`config.mk`:
```
export PLATFORM = sky130hd
export DESIGN_NAME = csr_apb_master
export DESIGN_NICKNAME = d
export VERILOG_FILES = /design/src/rtl/csr_apb_master.sv
export SDC_FILE = /design/constraint.sdc
export NUM_CORES = 1
export LEC_CHECK = 0
export BUFFER_PORTS_ARGS = -buffer_cell sky130_fd_sc_hd__buf_2
export CORE_ASPECT_RATIO = 0.7
export CORE_MARGIN = 4
export CORE_UTILIZATION = 48
export CTS_CLUSTER_SIZE = 20
export DETAILED_ROUTE_END_ITERATION = 8
export HOLD_SLACK_MARGIN = 0.02
export PLACE_DENSITY = 0.95
export SLEW_MARGIN = 5
export SYNTH_ARGS = -nofsm -noshare
export SYNTH_HDL_FRONTEND = slang
export SYNTH_SLANG_ARGS = --single-unit
```
`constraint.sdc`:
```
create_clock -name PCLK -period 4.8 [get_ports PCLK]
set_input_delay 0.48 -clock PCLK [delete_from_list [all_inputs] [get_ports PCLK]]
set_output_delay 0.48 -clock PCLK [all_outputs]
set_load 0.03 [all_outputs]
```
`src/rtl/csr_apb_master.sv`:
```
// rtl/csr_apb_master.sv - single-outstanding CSR request to APB3 master bridge
// Define CSR_APB_TIMEOUT_EN to abort ACCESS phases that wait longer than TIMEOUT_CYCLES.
module csr_apb_master #(
  parameter logic [31:0] BASE_ADDR      = 32'h4005_0000,
  parameter logic [15:0] TIMEOUT_CYCLES = 16'd255
) (
  input  logic        PCLK,
  input  logic        PRESET,
  input  logic        CSR_REQ,
  input  logic        CSR_WE,
  input  logic [13:0] CSR_A,
  input  logic [31:0] CSR_DW,
  output logic [31:0] CSR_DR,
  output logic        CSR_ACK,
  output logic        CSR_ERR,
  output logic        CSR_BUSY,
  output logic [31:0] PADDR,
  output logic        PSEL,
  output logic        PENABLE,
  output logic        PWRITE,
  output logic [31:0] PWDATA,
  input  logic [31:0] PRDATA,
  input  logic        PREADY,
  input  logic        PSLVERR
);

  typedef enum logic [1:0] {IDLE, SETUP, ACCESS} state_t;

  state_t      state, state_n;
  logic [31:0] paddr_n, pwdata_n, dr_n;
  logic        psel_n, penable_n, pwrite_n, ack_n, err_n, busy_n;
  logic        timeout_hit;

`ifdef CSR_APB_TIMEOUT_EN
  logic [15:0] wait_cnt, wait_cnt_n;
  assign timeout_hit = (TIMEOUT_CYCLES != 16'd0) && (wait_cnt == TIMEOUT_CYCLES);

  always_ff @(posedge PCLK or posedge PRESET) begin
    if (PRESET) wait_cnt <= 16'd0;
    else        wait_cnt <= wait_cnt_n;
  end
`else
  logic unused_timeout;
  assign unused_timeout = ^TIMEOUT_CYCLES;
  assign timeout_hit    = 1'b0;
`endif

  // Next values for every output are computed here so all outputs come straight from flops.
  always_comb begin
    state_n   = state;
    paddr_n   = PADDR;
    pwdata_n  = PWDATA;
    pwrite_n  = PWRITE;
    psel_n    = 1'b0;
    penable_n = 1'b0;
    ack_n     = 1'b0;
    err_n     = 1'b0;
    dr_n      = 32'd0;
    busy_n    = 1'b0;
`ifdef CSR_APB_TIMEOUT_EN
    wait_cnt_n = 16'd0;
`endif
    case (state)
      IDLE: begin
        if (CSR_REQ) begin
          state_n  = SETUP;
          paddr_n  = {BASE_ADDR[31:14], CSR_A};
          pwdata_n = CSR_WE ? CSR_DW : 32'd0;
          pwrite_n = CSR_WE;
          psel_n   = 1'b1;
          busy_n   = 1'b1;
        end
      end
      SETUP: begin
        state_n   = ACCESS;
        psel_n    = 1'b1;
        penable_n = 1'b1;
        busy_n    = 1'b1;
      end
      ACCESS: begin
        if (PREADY) begin
          state_n = IDLE;
          ack_n   = 1'b1;
          err_n   = PSLVERR;
          dr_n    = (!PWRITE && !PSLVERR) ? PRDATA : 32'd0;
        end else if (timeout_hit) begin
          state_n = IDLE;
          ack_n   = 1'b1;
          err_n   = 1'b1;
        end else begin
          psel_n    = 1'b1;
          penable_n = 1'b1;
          busy_n    = 1'b1;
`ifdef CSR_APB_TIMEOUT_EN
          wait_cnt_n = wait_cnt + 16'd1;
`endif
        end
      end
      default: state_n = IDLE;
    endcase
  end

  always_ff @(posedge PCLK or posedge PRESET) begin
    if (PRESET) begin
      state    <= IDLE;
      PADDR    <= 32'd0;
      PWDATA   <= 32'd0;
      PWRITE   <= 1'b0;
      PSEL     <= 1'b0;
      PENABLE  <= 1'b0;
      CSR_ACK  <= 1'b0;
      CSR_ERR  <= 1'b0;
      CSR_DR   <= 32'd0;
      CSR_BUSY <= 1'b0;
    end else begin
      state    <= state_n;
      PADDR    <= paddr_n;
      PWDATA   <= pwdata_n;
      PWRITE   <= pwrite_n;
      PSEL     <= psel_n;
      PENABLE  <= penable_n;
      CSR_ACK  <= ack_n;
      CSR_ERR  <= err_n;
      CSR_DR   <= dr_n;
      CSR_BUSY <= busy_n;
    end
  end

endmodule

```
# Yosys cells after proc, flatten, opt, wreduce, memory -nomap -nowiden
# Index checks and enable logic that the tools add are counted.
op_classes:
  n_eq_ne: 4
  muxes: 15
  n_reduce_logical: 6
op_table:
  columns: ["cell", "count"]
  rows:
  - ["$mux 32", 4]
  - ["$mux 1", 6]
  - ["$pmux 2 s3", 1]
  - ["$mux 2", 2]
  - ["$ne 2x2->1 const B", 2]
  - ["$reduce_and 2->1", 2]
  - ["$pmux 1 s3", 1]
  - ["$eq 2x1->1 const B", 1]
  - ["$eq 2x2->1 const B", 1]
  - ["$logic_not 1->1", 2]
  - ["$logic_not 2->1", 1]
  - ["$pmux 1 s2", 1]
  - ["$logic_and 1x1->1", 1]
totals:
  register_bits: 86
  in_bits: 84
  out_inout_bits: 102

# Depth between registers and ports, before layout
# Gate-level depths: netlist of the first run.
logic_depth:
  depth_word: 5
  mapped_depth: 6

# Worst setup path after synthesis of the first run
# Ideal clock, no wire load.
synth_path:
  path_type: "register to register"
  startpoint: "register state[0]"
  endpoint: "register state[0]"
  setup_ns: 0.125
  arrival_time_ns: 1.317
  t_required_ns: 4.675
  path_slack_ns: 3.358
  path_stages_with_launch: 6
  path_buffers: 0
  synth_period_minus_slack_ns: 1.442
  path_cell_list: "dfrtp_1 inv_1 ha_1 nor2b_1 a21oi_1 mux2_2"
synth_via:
  elab_chain_cells: 3
  word_cells_on_any_way: 7
synth_lines:
  columns: ["item", "line_no", "source"]
  rows:
  - ["start: declaration", "29", "state_t state, state_n;"]
  - ["start signal: assignment", "116", "state <= state_n;"]
  - ["$eq 2x2->1 or $logic_not 2->1 (tied branches)", "63", "case (state)"]
  - ["$ne 2x2->1 (no line)", null, null]
  - ["$reduce_and 2->1 (no line)", null, null]
# Parallel ways exist; a longest one is shown, timed or not.
# A chain may end at the register's enable or synchronous reset.

# Final worst setup path of the first run
layout_path:
  startpoint: "register state[0]"
  endpoint: "register PADDR[13]"
layout_via:
  elab_chain_cells: 2
layout_lines:
  columns: ["item", "line_no", "source"]
  rows:
  - ["$logic_not 2->1", "63", null]
  - ["$reduce_and 2->1 (no line)", null, null]
  - ["end signal: assignment", "117", "PADDR <= paddr_n;"]
  - ["end: declaration", "17", "output logic [31:0] PADDR,"]
# No other way between the ends.

==> results of run 1 <==
==> final timing paths <==
check / startpoint / to / slack, ns / cells past startpoint
worst min-delay path: PRDATA[18] / CSR_DR[18]$_DFF_PP0_ / 0.34 / 2
worst max-delay path: state[0]$_DFFE_PP0P_ / PADDR[13]$_DFFE_PP0P_ / 2.81 / 5
worst max register to register: state[0]$_DFFE_PP0P_ / PADDR[13]$_DFFE_PP0P_ / 2.81 / 5
worst min register to register: PWDATA[24]$_DFFE_PP0P_ / PWDATA[24]$_DFFE_PP0P_ / 0.48 / 2
min in group asynchronous: PRESET / CSR_DR[29]$_DFF_PP0_ / 0.47 / 3
max in group asynchronous: PRESET / PWDATA[14]$_DFFE_PP0P_ / 3.69 / 3
==> metal layers <==
layer  vias up  part of all wire (%)  GRT usage, %
met5         -                     0             0
met4         0                  0.61          5.42
met3         4                    14          10.8
met2       131                    48          32.3
met1      1124                    37          21.1
li1       1196                     -             -
==> cells in the mapped netlist <==
cell       n
mux2_4    14
conb_1     1
nor2b_1    2
nand2_1   64
dfrtp_1   86
a21oi_1    2
clkbuf_1   2
nand2b_1   1
o21ai_1    5
inv_1      4
buf_6      2
ha_1       6
nand2_2    1
clkbuf_2   1
and4bb_2   1
buf_4     18
nor2_1     1
o21ai_0   27
buf_2     10
mux2_2     3
and3_1     1
and2_1    33
==> cells in the final DEF (no fill, tap or decap), drive strengths merged <==
master    instances
dfrtp            86
nor2              1
and4bb            1
ha                6
a21oi             2
nand2            65
and3              1
clkbuf           10
nand2b            1
clkinv            3
o21ai            32
clkinvlp          3
nor2b             2
buf             172
mux2             17
and2             33
conb             15
inv               3
==> power breakdown <==
| part | internal (uW) | switching, uW |
|---|---|---|
| sequential | 954 | 124 |
| clock | 199 | 252 |
| combinational | 377 | 786 |
==> final cells by class <==
| cell class | instances | share of cell area [%] |
|---|---|---|
| sequential | 86 | 49.3 |
| clock buffer | 10 | 3.15 |
| inverter | 4 | 0.373 |
| tap | 94 | 2.69 |
| clock inverter | 5 | 0.831 |
| multi-input combinational | 176 | 23.8 |
| timing repair buffer | 172 | 19.8 |
==> cell families after synthesis <==
| logic type | after synthesis | synth area share (%) |
|---|---|---|
| AND/OR/NAND/NOR | 104 | 14.6 |
| flip-flops | 86 | 63.8 |
| buffers and inverters | 37 | 6.97 |
| AO/OA/AOI/OAI | 34 | 5.04 |
| multiplexers | 17 | 7.23 |
| adder cells (fa/ha/maj) | 6 | 2.22 |
| other | 1 | 0.111 |
==> per-stage QoR <==
stage	hold WS [ns]	cells
after floorplan	0.534	299
after global placement	0.457	532
after detailed placement	0.466	532
after CTS	0.320	547
after global routing	0.321	547
final	0.340	547
==> sequential cells by signal, indices dropped and copies added (netlist names) <==
signal and flops:
CSR_ACK 1, CSR_DR 32, CSR_ERR 1, PADDR 15, PENABLE 1, PSEL 1
PWDATA 32, PWRITE 1, state 2
==> run_results.csv, run 1 <==
group,metric,value,unit
status,status,"completed",
floorplan,rows,25,
floorplan,dieHeight,78.2,um
worst_hold_path,hold_path.class,"in2reg",
synth,syn_area,3370,sq um
setup_path,worst-setup-path-type,"reg2reg",
routing,vias_per_cell,4.49,
synth,synth-seq-cells,86,
cts,insertion_delay,0.34,ns
place,pre_cts_slack,2.81,ns
routing,drt_wl_total,7850,um
global_route,gr-total-overflow,0,
finish,fillers,563,
timing,setup_viol,0,
timing,finalSetupTns,0,ns
timing,rsz0062_at_grt,"no",
timing,finalCritPeriodShare,41.4,%
finish,multi_input_area,1040,sq um
setup_path,slowest_delay,0.62,ns
floorplan,dieArea,8460,sq um
global_route,antenna_found_initial,0,
timing,period_minus_slack,1.99,ns
setup_path,cp-start-kind,"register",
floorplan,initial_utilization,49.7,%
routing,wire_per_inst,14.3,um
cts,cts_hold_buffers,0,
setup_path,cp_max_fo,81,
timing,worst_slew_pin_slew,1.02,ns
place,portBuffers,170,
routing,first_pass_iters,4,
cts,cts_tree,"yes",
setup_path,end_kind,"register",
pwr,power_density,617,nW/um^2
place,place_area,4190,sq um
routing,drc_errors,0,
global_route,grt_pass1_wl,12500,um
synth,synth_warnings,0,
finish,fin_area,4370,sq um
floorplan,die_w,108,um
cts,numCtsBuffers,9,
synth,syn_avg_cell_area,11.8,sq um
synth,ys_top_cells_by_area,"dfrtp_1, nand2_1, mux2_4",
synth,yosysSeqAreaShare,63.8,%
place,place_hpwl,5830,um
cts,cts_buffer_depth,2,
pwr,p_leak,0.00251,uW
cts,clk_pin_slew,0.09,ns
setup_path,cp_slowest_cell,"buf_4",
timing,hold_viol_final,0,
cts,htreeDepth,3,
finish,num_antenna_cells,0,
setup_path,path_delay_family,"buffers and inverters",
finish,syn2layout_area_growth,29.4,%
routing,antenna_left,0,
floorplan,fp.coreArea,6790,sq um
finish,drive_above_1_share,45.7,%
place,gp_congestion,0.806,
cts,cts-resized-gates,0,
cts,post-cts-setup-buffers,0,
setup_path,worst-path-buf-inv,2,
setup_path,crit_chain,"inv_1 > ha_1 > nand2_2 > buf_4 > mux2_2",
setup_path,arrival,2.21,ns
global_route,grt_usage,19.3,%
timing,relSlewSlack,32.1,%
pwr,vdd.ir_drop.worst,0.267,mV
floorplan,io_pins,186,
global_route,grt_max_degree,87,
setup_path,crit_required,5.02,ns
global_route,grt_pass1_vias,2631,
synth,syn_inst,285,
synth,synthDominantCellAreaShare,63.8,%
timing,fmax,504,MHz
synth,synth_area_leader_cell,"dfrtp_1",
run,max_cap_viol_count,0,
cts,clock-sinks,86,
timing,finClkSkew,0.00681,ns
timing,drv_slew,0,
pwr,design_power_total,2690,uW
finish,ff_latch_area,2150,sq um
synth,synth_cell_types,22,
timing,fin_ws,2.81,ns
finish,fin_nets,539,
routing,vias,2455,
finish,fin_util,64.3,%
cts,root_buffer,"clkbuf_8",
routing,drtIter0Drc,155,
Power figures use the tool's default switching activity.
==> run 2, diff against run 1 <==
Settings changed: CORE_UTILIZATION 48 to 44, PLACE_DENSITY 0.95 to 0.91.
Clock period 4.8 ns to 1.9 ns, I/O delays scaled along.
==> run_results.csv, run 2 (synthesized netlist as in run 1, its figures left out) <==
group,metric,value,unit
finish,fillers,602,
finish,syn2layout_area_growth,31.8,%
place,gp_congestion,0.807,
global_route,met1_usage,18.5,%
worst_hold_path,min_from,"PRDATA[30]",
finish,final_common_cell,"buf_2",
routing,wire_per_inst,13.6,um
finish,drive_above_1_share,45.9,%
routing,vias,2447,
timing,finalCritPeriodShare,85.4,%
worst_hold_path,hold_path.class,"in2reg",
setup_path,cp_max_fo,39,
cts,numCtsBuffers,9,
routing,drc_errors,0,
global_route,grt_max_degree,51,
timing,finClkSkew,0.0112,ns
finish,layout_common_cells,"buf_2, dfrtp_1, nand2_1",
global_route,grt_pass1_vias,2511,
timing,hold_viol_final,0,
finish,reg_top3,"CSR_DR x32, PWDATA x32, PADDR x15",
global_route,grt.busiest_layer,"met2",
timing,period_minus_slack,1.62,ns
finish,fin_cells,556,
worst_hold_path,min_path_cells,2,
setup_path,r2r_start,"state[0]$_DFFE_PP0P_",
pwr,p_leak,0.00255,uW
routing,drtIter0Drc,63,
cts,cts_hold_buffers,1,
floorplan,io_pins,186,
place,pre_cts_slack,0.264,ns
timing,rsz0062_at_grt,"no",
place,place_hpwl,5960,um
global_route,antenna_found_initial,0,
setup_path,crit_chain,"inv_1 > ha_1 > nand2_2 > buf_12 > mux2_4",
setup_path,crit_required,2.13,ns
timing,setup_viol,0,
cts,cts-resized-gates,0,
floorplan,dieHeight,81.3,um
finish,fin_nets,543,
global_route,gr-total-overflow,0,
floorplan,dieArea,9160,sq um
floorplan,fp.coreArea,7380,sq um
worst_hold_path,holdPathEnd,"CSR_DR[30]$_DFF_PP0_",
setup_path,arrival,1.85,ns
global_route,grt_usage,16.7,%
cts,cts_tree,"yes",
pwr,vdd.ir_drop.worst,0.781,mV
global_route,grt_use_met3,7.00,%
cts,cts_buffer_depth,2,
timing,relSlewSlack,59.5,%
run,max_cap_viol_count,0,
cts,root_buffer,"clkbuf_8",
timing,fmax,616,MHz
place,dp.cells,538,
global_route,grt_pass1_wl,12000,um
setup_path,regToRegSetupSlack,0.28,ns
cts,htreeDepth,3,
routing,first_pass_iters,4,
floorplan,rows,26,
global_route,grtUsageMet2,29.2,%
routing,antenna_left,0,
timing,finalSetupTns,0,ns
pwr,power_density,1560,nW/um^2
finish,num_antenna_cells,0,
timing,fin_ws,0.278,ns
timing,drv_slew,0,
routing,drt_wl_total,7570,um
setup_path,reg2reg_depth,5,
floorplan,initial_utilization,45.7,%
cts,clock-sinks,86,
setup_path,path_delay_family,"flip-flops",
timing,worst_slew_pin_slew,0.607,ns
setup_path,r2r-end,"PADDR[4]$_DFFE_PP0P_",
setup_path,worst-setup-path-type,"reg2reg",
cts,clk_pin_slew,0.09,ns
cts,post-cts-setup-buffers,0,
setup_path,cp_slowest_cell,"dfrtp_1",
routing,vias_per_cell,4.40,
status,status,"completed",
setup_path,worst-path-buf-inv,2,
setup_path,end_kind,"register",
setup_path,cp-start-kind,"register",
cts,insertion_delay,0.34,ns
place,portBuffers,170,
setup_path,slowest_delay,0.42,ns
floorplan,die_w,113,um
==> run 2: power breakdown <==
part / switching, uW / internal, uW
logic: 1990 / 979
clock network: 641 / 624
registers: 309 / 2410
total: 2940 / 4010
==> run 2: through the flow <==
step / power (uW) / utilization, % / instance area, sq um / hold slack (ns)
finish: 6950 / 60.2 / 4450 / 0.0451
global route: 7380 / 60.2 / 4450 / 0.0205
CTS: 7050 / 60.1 / 4440 / 0.0222
detailed placement: 5750 / 57.2 / 4230 / 0.345
global placement: 5640 / 57.2 / 4230 / 0.335
floorplan: 4880 / - / 3430 / 0.319
==> run 2: worst max path at each step <==
stage / startpoint / to / slack (ns) / depth (start not counted)
after floorplan: state[0]$_DFFE_PP0P_ / state[0]$_DFFE_PP0P_ / 0.46 / 5
after global placement: state[0]$_DFFE_PP0P_ / PADDR[12]$_DFFE_PP0P_ / 0.36 / 5
after detailed placement: state[0]$_DFFE_PP0P_ / state[1]$_DFFE_PP0P_ / 0.26 / 5
after CTS: state[0]$_DFFE_PP0P_ / state[0]$_DFFE_PP0P_ / 0.26 / 5
after global routing: state[0]$_DFFE_PP0P_ / CSR_DR[7]$_DFF_PP0_ / 0.13 / 4
final: state[0]$_DFFE_PP0P_ / PADDR[4]$_DFFE_PP0P_ / 0.28 / 5
==> run 2: per-layer routing <==
layer / up-vias / part of all wire [%]
met5: - / 0
met4: 0 / 1.5
met3: 13 / 10
met2: 116 / 50
met1: 1114 / 38
li1: 1204 / -
==> run 2: final cells by class <==
class	instances	area, sq um	share of cell area [%]
Sequential cell	86	2150	48.4
Multi-Input combinational cell	176	1040	23.4
Timing Repair Buffer	176	913	20.5
Clock buffer	9	124	2.78
Tap cell	98	123	2.76
Clock inverter	7	77.6	1.74
Inverter	4	18.8	0.422
==> run 3, diff against run 2 <==
Settings changed: CORE_UTILIZATION 44 to 48, HOLD_SLACK_MARGIN 0.02 to 0.08, PLACE_DENSITY 0.91 to 0.95, REMOVE_ABC_BUFFERS from default to 1.
Clock period 1.9 ns to 2.1 ns, I/O delays scaled along.
==> run_results.csv, run 3 (synthesized netlist as in run 1, its figures left out) <==
group,metric,value,unit
routing,drc_errors,0,
routing,wire_per_inst,15.7,um
run,max_cap_viol_count,0,
timing,finalCritPeriodShare,81.2,%
pwr,power_density,1330,nW/um^2
global_route,gr-total-overflow,0,
cts,htreeDepth,3,
timing,relSlewSlack,56.0,%
floorplan,dieArea,8460,sq um
pwr,vdd.ir_drop.worst,0.696,mV
cts,clk_pin_slew,0.09,ns
finish,syn2layout_area_growth,43.6,%
floorplan,initial_utilization,49.7,%
global_route,grt_pass1_vias,2844,
finish,fillers,467,
routing,vias_per_cell,4.64,
setup_path,crit_required,2.32,ns
place,place_area,4250,sq um
timing,fmax,586,MHz
timing,finClkSkew,0.00785,ns
global_route,antenna_found_initial,0,
pwr,p_leak,0.00272,uW
global_route,grt_usage,22.1,%
finish,reg_top3,"CSR_DR x32, PWDATA x32, PADDR x15",
status,status,"completed",
cts,insertion_delay,0.34,ns
place,pre_cts_slack,0.414,ns
global_route,grt_max_degree,41,
place,gp_congestion,0.713,
cts,cts_buffer_depth,2,
global_route,grt_pass1_wl,14400,um
finish,fin_area,4850,sq um
floorplan,die_w,108,um
place,portBuffers,170,
cts,cts_tree,"yes",
floorplan,dieHeight,78.2,um
finish,fin_nets,582,
cts,clock-sinks,86,
timing,drv_slew,0,
cts,root_buffer,"clkbuf_8",
timing,rsz0062_at_grt,"no",
floorplan,fp.coreArea,6790,sq um
finish,fin_util,71.4,%
setup_path,cp-start-kind,"register",
place,place_hpwl,6250,um
worst_hold_path,hold_path.class,"in2reg",
timing,period_minus_slack,1.71,ns
setup_path,reg2reg_depth,5,
setup_path,arrival,1.93,ns
routing,first_pass_iters,4,
floorplan,io_pins,186,
routing,vias,2740,
timing,hold_viol_final,0,
routing,drt_wl_total,9300,um
cts,cts-resized-gates,0,
timing,holdWs,0.0968,ns
timing,worst_slew_pin_slew,0.660,ns
timing,setup_viol,0,
routing,antenna_left,0,
finish,num_antenna_cells,0,
worst_hold_path,min_path_cells,2,
routing,drtIter0Drc,146,
floorplan,rows,25,
setup_path,end_kind,"register",
finish,layout_common_cells,"buf_2, dfrtp_1, nand2_1",
setup_path,cp_max_fo,40,
timing,fin_ws,0.394,ns
finish,final_common_cell,"buf_2",
cts,numCtsBuffers,9,
finish,drive_above_1_share,42.7,%
setup_path,worst-setup-path-type,"reg2reg",
run 3: per-layer routing:
metal / track usage [%] / vias to the layer above / share of wire (%)
met1: 24.8 / 1315 / 37
li1: - / 1280 / -
met4: 4.54 / 0 / 0.77
met2: 39.1 / 135 / 51
met3: 9.70 / 10 / 12
met5: 0 / - / 0
run 3: worst paths after layout:
check	start	to	slack, ns
min in group asynchronous	PRESET	CSR_DR[20]$_DFF_PP0_	0.49
max in group asynchronous	PRESET	PWDATA[19]$_DFFE_PP0P_	0.99
max reg2reg	state[0]$_DFFE_PP0P_	PADDR[3]$_DFFE_PP0P_	0.39
min reg2reg	PWDATA[20]$_DFFE_PP0P_	PWDATA[20]$_DFFE_PP0P_	0.48
min	PRDATA[7]	CSR_DR[7]$_DFF_PP0_	0.1
max	state[0]$_DFFE_PP0P_	PADDR[3]$_DFFE_PP0P_	0.39
run 3: power breakdown:
group	leakage, uW	internal, uW	total (uW)	switching (uW)
clock network	0.0000976	613	1180	570
logic	0.00149	946	2800	1850
registers	0.00113	2180	2470	292
total	0.00272	3740	6450	2710
run 3: critical path, cell delays in order (launching register included):
cell	delay [ns]
dfrtp_1	0.43
inv_1	0.11
ha_1	0.23
nand2_2	0.10
buf_4	0.34
mux2_4	0.35
run 3: cell type report:
| type | instances | area [sq um] | share of cell area [%] |
|---|---|---|---|
| clock inverter | 5 | 57.6 | 1.19 |
| tap | 94 | 118 | 2.43 |
| inverter | 4 | 16.3 | 0.336 |
| timing repair buffer | 215 | 1310 | 27.1 |
| clock buffer | 11 | 151 | 3.12 |
| multi-input combinational | 176 | 1040 | 21.5 |
| sequential | 86 | 2150 | 44.4 |
run 3: timing repair:
item,CTS,global route
hold buffers,33,6
buffers inserted,0,0
endpoints found under the hold margin,68,6
run 3: per-stage QoR:
step           TNS [ns]  total power, uW  cells
2_1_floorplan    -28.54             4320    266
3_3_place_gp          0             5120    536
3_5_place_dp          0             5250    536
4_1_cts               0             6490    585
5_1_grt               0             6810    591
6_report              0             6450    591
